==> src/rtl/contador_modulo_param_pkg.sv <==
// Shared definitions for the parametrised modulo counter: terminal-mode encodings
// and the Morse timing lengths (in dot units) that the transmitter instantiates.
package contador_modulo_param_pkg;

   localparam logic [1:0] MODO_WRAP    = 2'b00;
   localparam logic [1:0] MODO_SAT     = 2'b01;
   localparam logic [1:0] MODO_ONESHOT = 2'b10;

   localparam int PUNTO    = 1;
   localparam int RAYA     = 3;
   localparam int GAP_SIMB = 1;
   localparam int GAP_CAR  = 3;
   localparam int GAP_PAL  = 7;

   // True when the mode holds the count at the terminal value instead of wrapping.
   function automatic logic modo_retiene(input logic [1:0] mode);
      return (mode == MODO_SAT) || (mode == MODO_ONESHOT);
   endfunction

endpackage

==> src/rtl/contador_if.sv <==
// Control/status bundle of one counter block; master drives controls, slave is the counter.
interface contador_if #(parameter int WIDTH = 4);

   logic             en;
   logic             up;
   logic [1:0]       mode;
   logic             clr;
   logic             load;
   logic [WIDTH-1:0] load_val;
   logic [WIDTH-1:0] cuenta;
   logic             tc;
   logic             wrap;
   logic             done;

   modport master (output en, up, mode, clr, load, load_val,
                   input  cuenta, tc, wrap, done);
   modport slave  (input  en, up, mode, clr, load, load_val,
                   output cuenta, tc, wrap, done);

endinterface

==> src/rtl/contador_modulo_param_siguiente.sv <==
// Next-state logic of the counter: step, terminal detection and wrap event.
// Arithmetic is done one bit wider than the count so nothing can overflow before clamping.
module contador_siguiente
   import contador_modulo_param_pkg::*;
#(
   parameter int WIDTH  = 4,
   parameter int MODULO = 12
) (
   input  logic [WIDTH-1:0] cuenta,
   input  logic             up,
   input  logic [1:0]       mode,
   input  logic             done,
   output logic [WIDTH-1:0] siguiente,
   output logic             at_terminal,
   output logic             wrap_evt
);

   localparam logic [WIDTH:0] MAX = (WIDTH+1)'(MODULO - 1);

   logic [WIDTH:0] ext;
   logic [WIDTH:0] raw;

   assign ext         = {1'b0, cuenta};
   assign at_terminal = up ? (ext == MAX) : (ext == '0);
   assign wrap_evt    = at_terminal & ~done & ~modo_retiene(mode);

   always_comb begin
      raw = ext;
      if (done) begin
         raw = ext;
      end else if (at_terminal) begin
         if (!modo_retiene(mode)) raw = up ? '0 : MAX;
      end else begin
         raw = up ? ext + 1'b1 : ext - 1'b1;
      end
   end

   assign siguiente = (raw > MAX) ? MAX[WIDTH-1:0] : raw[WIDTH-1:0];

endmodule

==> src/rtl/contador_modulo_param.sv <==
// Modulo-N up/down counter with wrap/saturate/one-shot terminal modes.
// Holds only the count/WRAP/DONE registers and the CLR > LOAD > step priority.
module contador_modulo_param
   import contador_modulo_param_pkg::*;
#(
   parameter int WIDTH  = 4,
   parameter int MODULO = 12
) (
   input logic       clk,
   input logic       rst_n,
   contador_if.slave bus
);

   if (WIDTH < 1 || WIDTH > 16 || MODULO < 2 || MODULO > (1 << WIDTH)) begin : g_param_chk
      $error("contador_modulo_param: illegal WIDTH=%0d / MODULO=%0d", WIDTH, MODULO);
   end

   localparam logic [WIDTH:0] MAX   = (WIDTH+1)'(MODULO - 1);
   localparam logic [WIDTH:0] MOD_W = (WIDTH+1)'(MODULO);

   logic [WIDTH-1:0] cuenta;
   logic             wrap;
   logic             done;
   logic [WIDTH-1:0] siguiente;
   logic             at_terminal;
   logic             wrap_evt;
   logic [WIDTH-1:0] carga;

   contador_siguiente #(.WIDTH(WIDTH), .MODULO(MODULO)) u_sig (
      .cuenta      (cuenta),
      .up          (bus.up),
      .mode        (bus.mode),
      .done        (done),
      .siguiente   (siguiente),
      .at_terminal (at_terminal),
      .wrap_evt    (wrap_evt)
   );

   assign carga = ({1'b0, bus.load_val} >= MOD_W) ? MAX[WIDTH-1:0] : bus.load_val;

   always_ff @(posedge clk or negedge rst_n) begin
      if (!rst_n) begin
         cuenta <= '0;
         wrap   <= 1'b0;
         done   <= 1'b0;
      end else if (bus.clr) begin
         cuenta <= '0;
         wrap   <= 1'b0;
         done   <= 1'b0;
      end else if (bus.load) begin
         cuenta <= carga;
         wrap   <= 1'b0;
         done   <= 1'b0;
      end else if (bus.en && !done) begin
         cuenta <= siguiente;
         wrap   <= wrap_evt;
         done   <= at_terminal && (bus.mode == MODO_ONESHOT);
      end else begin
         wrap   <= 1'b0;
      end
   end

   // Carry-out is combinational so a cascaded block steps on the same edge.
   assign bus.tc     = bus.en & at_terminal & ~done & ~bus.clr & ~bus.load;
   assign bus.cuenta = cuenta;
   assign bus.wrap   = wrap;
   assign bus.done   = done;

endmodule

==> src/flat_wrapper.sv <==
// flat-port wrapper written by rule: the top's interface ports become plain ports
module contador_modulo_param_flat import contador_modulo_param_pkg::*;
#(
   parameter int WIDTH  = 4,
   parameter int MODULO = 12
)
  (clk, rst_n, bus_en, bus_up, bus_mode, bus_clr, bus_load, bus_load_val, bus_cuenta, bus_tc, bus_wrap, bus_done);
  contador_if #(.WIDTH(WIDTH)) bus_i ();
  input logic clk;
  input logic rst_n;
  input wire logic [$bits(bus_i.en)-1:0] bus_en;
  input wire logic [$bits(bus_i.up)-1:0] bus_up;
  input wire logic [$bits(bus_i.mode)-1:0] bus_mode;
  input wire logic [$bits(bus_i.clr)-1:0] bus_clr;
  input wire logic [$bits(bus_i.load)-1:0] bus_load;
  input wire logic [$bits(bus_i.load_val)-1:0] bus_load_val;
  output wire logic [$bits(bus_i.cuenta)-1:0] bus_cuenta;
  output wire logic [$bits(bus_i.tc)-1:0] bus_tc;
  output wire logic [$bits(bus_i.wrap)-1:0] bus_wrap;
  output wire logic [$bits(bus_i.done)-1:0] bus_done;
  assign bus_i.en = bus_en;
  assign bus_i.up = bus_up;
  assign bus_i.mode = bus_mode;
  assign bus_i.clr = bus_clr;
  assign bus_i.load = bus_load;
  assign bus_i.load_val = bus_load_val;
  assign bus_cuenta = bus_i.cuenta;
  assign bus_tc = bus_i.tc;
  assign bus_wrap = bus_i.wrap;
  assign bus_done = bus_i.done;
  contador_modulo_param #(.WIDTH(WIDTH), .MODULO(MODULO)) u_core (.clk(clk), .rst_n(rst_n), .bus(bus_i));
endmodule
==> config.mk <==
export PLATFORM = sky130hd
export DESIGN_NAME = contador_modulo_param_flat
export DESIGN_NICKNAME = d
export VERILOG_FILES = /design/src/rtl/contador_modulo_param_pkg.sv /design/src/rtl/contador_if.sv /design/src/rtl/contador_modulo_param_siguiente.sv /design/src/rtl/contador_modulo_param.sv /design/src/flat_wrapper.sv
export SDC_FILE = /design/constraint.sdc
export NUM_CORES = 1
export LEC_CHECK = 0
export ABC_CLOCK_PERIOD_IN_PS = 2000
export CAP_MARGIN = 30
export CORE_UTILIZATION = 41
export CTS_CLUSTER_DIAMETER = 30
export CTS_CLUSTER_SIZE = 16
export DETAILED_ROUTE_END_ITERATION = 10
export GPL_TIMING_DRIVEN = 0
export PLACE_DENSITY = 0.7
export SLEW_MARGIN = 30
export SYNTH_ARGS = -nofsm -noshare
export SYNTH_HDL_FRONTEND = slang
export SYNTH_SLANG_ARGS = --single-unit
==> constraint.sdc <==
create_clock -name clk -period 2 [get_ports clk]
set_input_delay 0.4 -clock clk [delete_from_list [all_inputs] [get_ports clk]]
set_output_delay 0.4 -clock clk [all_outputs]
set_load 0.05 [all_outputs]
==> results <==
[placed cells by master (no fill, tap or decap), drive strengths merged, types with 2 or more instances in the layout]
master	Yosys	routed
a21oi	6	6
a221oi	2	2
buf	2	14
clkbuf	2	6
clkdlybuf4s50	0	13
dfrtp	6	6
ha	4	4
inv	7	7
nand2	7	7
nand2b	2	2
nand4	2	2
nor2	9	9
nor3	3	3
nor4	2	2
o211ai	2	2
o21ai	4	4
or4	2	2
xor2	2	2
[path summary, 6_finish.rpt]
check                                      from                    to  slack (ns)  depth (start not counted)
setup / recovery           u_core.bus.cuenta[1]                bus_tc       -0.16                          4
max in group asynchronous                 rst_n  u_core.bus.cuenta[1]        1.36                          1
hold reg to reg            u_core.bus.cuenta[0]  u_core.bus.cuenta[0]        0.72                          3
min in group clk                         bus_up  u_core.bus.cuenta[3]        0.70                          4
hold / removal                            rst_n  u_core.bus.cuenta[2]        0.39                          1
setup reg to reg           u_core.bus.cuenta[1]  u_core.bus.cuenta[2]       -0.14                          8
[cell type report]
type | count | area share
Multi-Input combinational cell | 66 | 0.543
Timing Repair Buffer | 28 | 0.231
Sequential cell | 6 | 0.141
Inverter | 7 | 0.0262
Clock buffer | 4 | 0.0239
Tap cell | 16 | 0.0182
Buffer | 3 | 0.0171
[state kept, by name, summed over array words and instances (netlist names)]
name,cells
u_core.bus.done,1
u_core.bus.wrap,1
u_core.bus.cuenta,4
[metal layers]
layer | up-vias | wire length (µm) | global-route usage
met3 | 6 | 116 | 0.0609
met1 | 369 | 906 | 0.304
met4 | 0 | 48 | 0.123
li1 | 374 | - | -
met5 | - | 0 | 0
met2 | 36 | 1050 | 0.378
[synth_stat cells, drive strengths merged, types with 2 or more instances]
cell    count
inv         7
xor2        2
a221oi      2
nor2        9
o21ai       4
or4         2
nor3        3
ha          4
o211ai      2
a21oi       6
buf         2
nor4        2
nand2b      2
nand2       7
clkbuf      2
nand4       2
dfrtp       6
[critical path: stages, from the launching register on]
cell,delay (ns)
sky130_fd_sc_hd__dfrtp_2,0.44
sky130_fd_sc_hd__or4_4,0.57
sky130_fd_sc_hd__a21oi_4,0.15
sky130_fd_sc_hd__and3_4,0.21
sky130_fd_sc_hd__buf_8,0.14
[power by group]
part / internal (W) / switching (W) / leakage (nW)
Combinational: 0.000195 / 0.000232 / 0.385
Clock: 0.0000762 / 0.0000536 / 0.0150
Sequential: 0.000134 / 0.0000169 / 0.0739
[through the flow]
step	area, µm²	hold WS [ns]
floorplan	722	0.104
global placement	912	0.652
detailed placement	912	0.673
CTS	1040	0.397
global route	1100	0.407
finish	1100	0.386
[kinds of logic after synthesis]
logic type | count (synthesis) | share of synthesized area
simple gates | 32 | 0.257
compound gates | 25 | 0.272
buf+inv | 11 | 0.0766
flops | 6 | 0.230
fa+ha+maj | 5 | 0.107
xor+xnor | 3 | 0.0402
mux | 1 | 0.0172
[what timing repair did]
item	4_1_cts	5_1_grt
buffers inserted	10	1
gates resized for setup	23	9
pin swaps	7	6
endpoints found under the setup margin	6	6
gates cloned	0	0
==> summary by stage <==
Floorplanning
The die is 41.9 µm tall. 19 I/O pins were placed. The initial standard-cell utilization of the core is 0.439.

The die area is 1760 µm². The total area inside the core boundary comes to 1490 µm². The number of rows in the core area is 14. The floorplan step set the die width to 41.9 µm.

Timing
Across all setup checks in the final design, the least slack found is -0.157 ns. The clock period minus final worst setup slack is 2.16 ns. The maximum clock rate is 0.464 GHz. The setup-violating endpoint count in the final report is 5.

The ratio of final minimum period to clock period is 1.08. The transition time at the pin with the least slew margin is 0.544 ns. The final count of pins violating max slew is 0. The final worst clock skew is 0.0131 ns. The count of final hold-check violations was 0. Setup repair after global routing could not meet its margin everywhere.

The max-slew headroom at the worst pin is 0.636. The setup TNS after final layout is -0.558 ns.

Logic synthesis
The post-synth net total is 100. The library cell with the largest summed area after synthesis is sky130_fd_sc_hd__dfrtp_1. Synthesis produced 83 cells. The dominant synthesized flop cell is sky130_fd_sc_hd__dfrtp_1. In the synthesized netlist the async set-or-reset flop fraction comes to 1.00. In this run, distinct cell masters in the synthesized netlist total 40. During synthesis, Yosys emitted a total of 0 warnings. The post-synthesis area per instance is 7.87 µm².

The number of enable-type register cells in the synthesized netlist is 0. Ranked by total cell area, the synthesized netlist is headed by sky130_fd_sc_hd__dfrtp_1, sky130_fd_sc_hd__ha_1, sky130_fd_sc_hd__nor2_1, sky130_fd_sc_hd__inv_1, sky130_fd_sc_hd__nand2_1. In this run the cell area of the synthesized design comes to 653 µm². The portion of synthesized cell area occupied by the leading cell type is 0.230. The share of the Yosys chip area taken by registers is 0.230. The number of synthesized register bits is 6.

Layout
For this run, the share of the core covered by cells in the final layout is 0.739. In the final layout, the multi-input gates occupy 597 µm². In the final layout, the share of cells above drive strength 1 is 0.412. The number of fill cells in the layout is 117. The number of antenna diodes in the final layout is 0.

The non-filler instance count after layout is 130. The total number of nets in the final design is 132. From synthesis to final layout, the design area changed by 68.4%. The sequential cells in the finished layout cover a total of 155 µm².

Detailed routing
Dividing the detail-routed wire length by the instance count gives 16.3 µm. The remaining design rule violation count is 0. The count of nets left with antenna violations after detail routing is 0. The total iterations of the first detailed-routing run is 4. After the first detailed-routing iteration, the DRC count stood at 17.

The via density per instance is 6.04. The final layout contains routed wiring with a total length of 2.12 mm. The final route contains 785 vias.

Flow run
The total of max-cap violations is 0.

Global route
The initial antenna violation count came to 0. The maximum number of pins on one net before global-route repair is 11. The via count of the first global-routing pass came to 737. In the global route stage, overall resource usage came out at 0.241. The first global-routing pass estimated 3.19 mm of wire.

Summed over all layers, the global routing overflow is 0.

Clocking
Clock latency on the worst-skew pair, taken at its later pin, is 0.26 ns. The clock transition at the registers of the reported paths is 0.06 ns. TritonCTS built the clock tree. The root buffer selected by CTS is sky130_fd_sc_hd__clkbuf_4. The number of buffers on the longest clock path is 2. Counting every sink on the clock net gives 6.

In this run the number of H-tree levels came out at 1. Buffers inserted to repair hold after CTS numbered 0. The number of clock buffers added by TritonCTS is 3.

Placement
The HPWL after detailed placement is 1.39 mm. The placement-stage worst setup slack is -1.17 ns. Routability-driven placement finished with a final weighted congestion of 0.979. The number of buffers added on ports is 17. Counting tap cells, the placed design contains a total of 116 instances.

Critical path
The worst setup path is of the reg2out kind. At the worst endpoint, the required time is 1.60 ns. STA classifies the critical path endpoint as an output port. The nature of the critical path startpoint is a register. The endpoint arrival time on the critical path is 1.76 ns.

The maximum fanout along the worst path is 6.

Pwr
The analysis attributes to cell leakage a power of 0.474 nW. Overall power consumption after layout is estimated at 0.000708 W. The worst-case IR drop observed on VDD is 0.000419 V. For this design the ratio of total power to cell area is 644 nW/µm².

Worst hold path
The tightest min-delay check is of the in2async type.

Outcome
The checks that failed: negative setup slack. The run finished, with violations left.
Note: power is estimated with default switching activity, not from simulation.
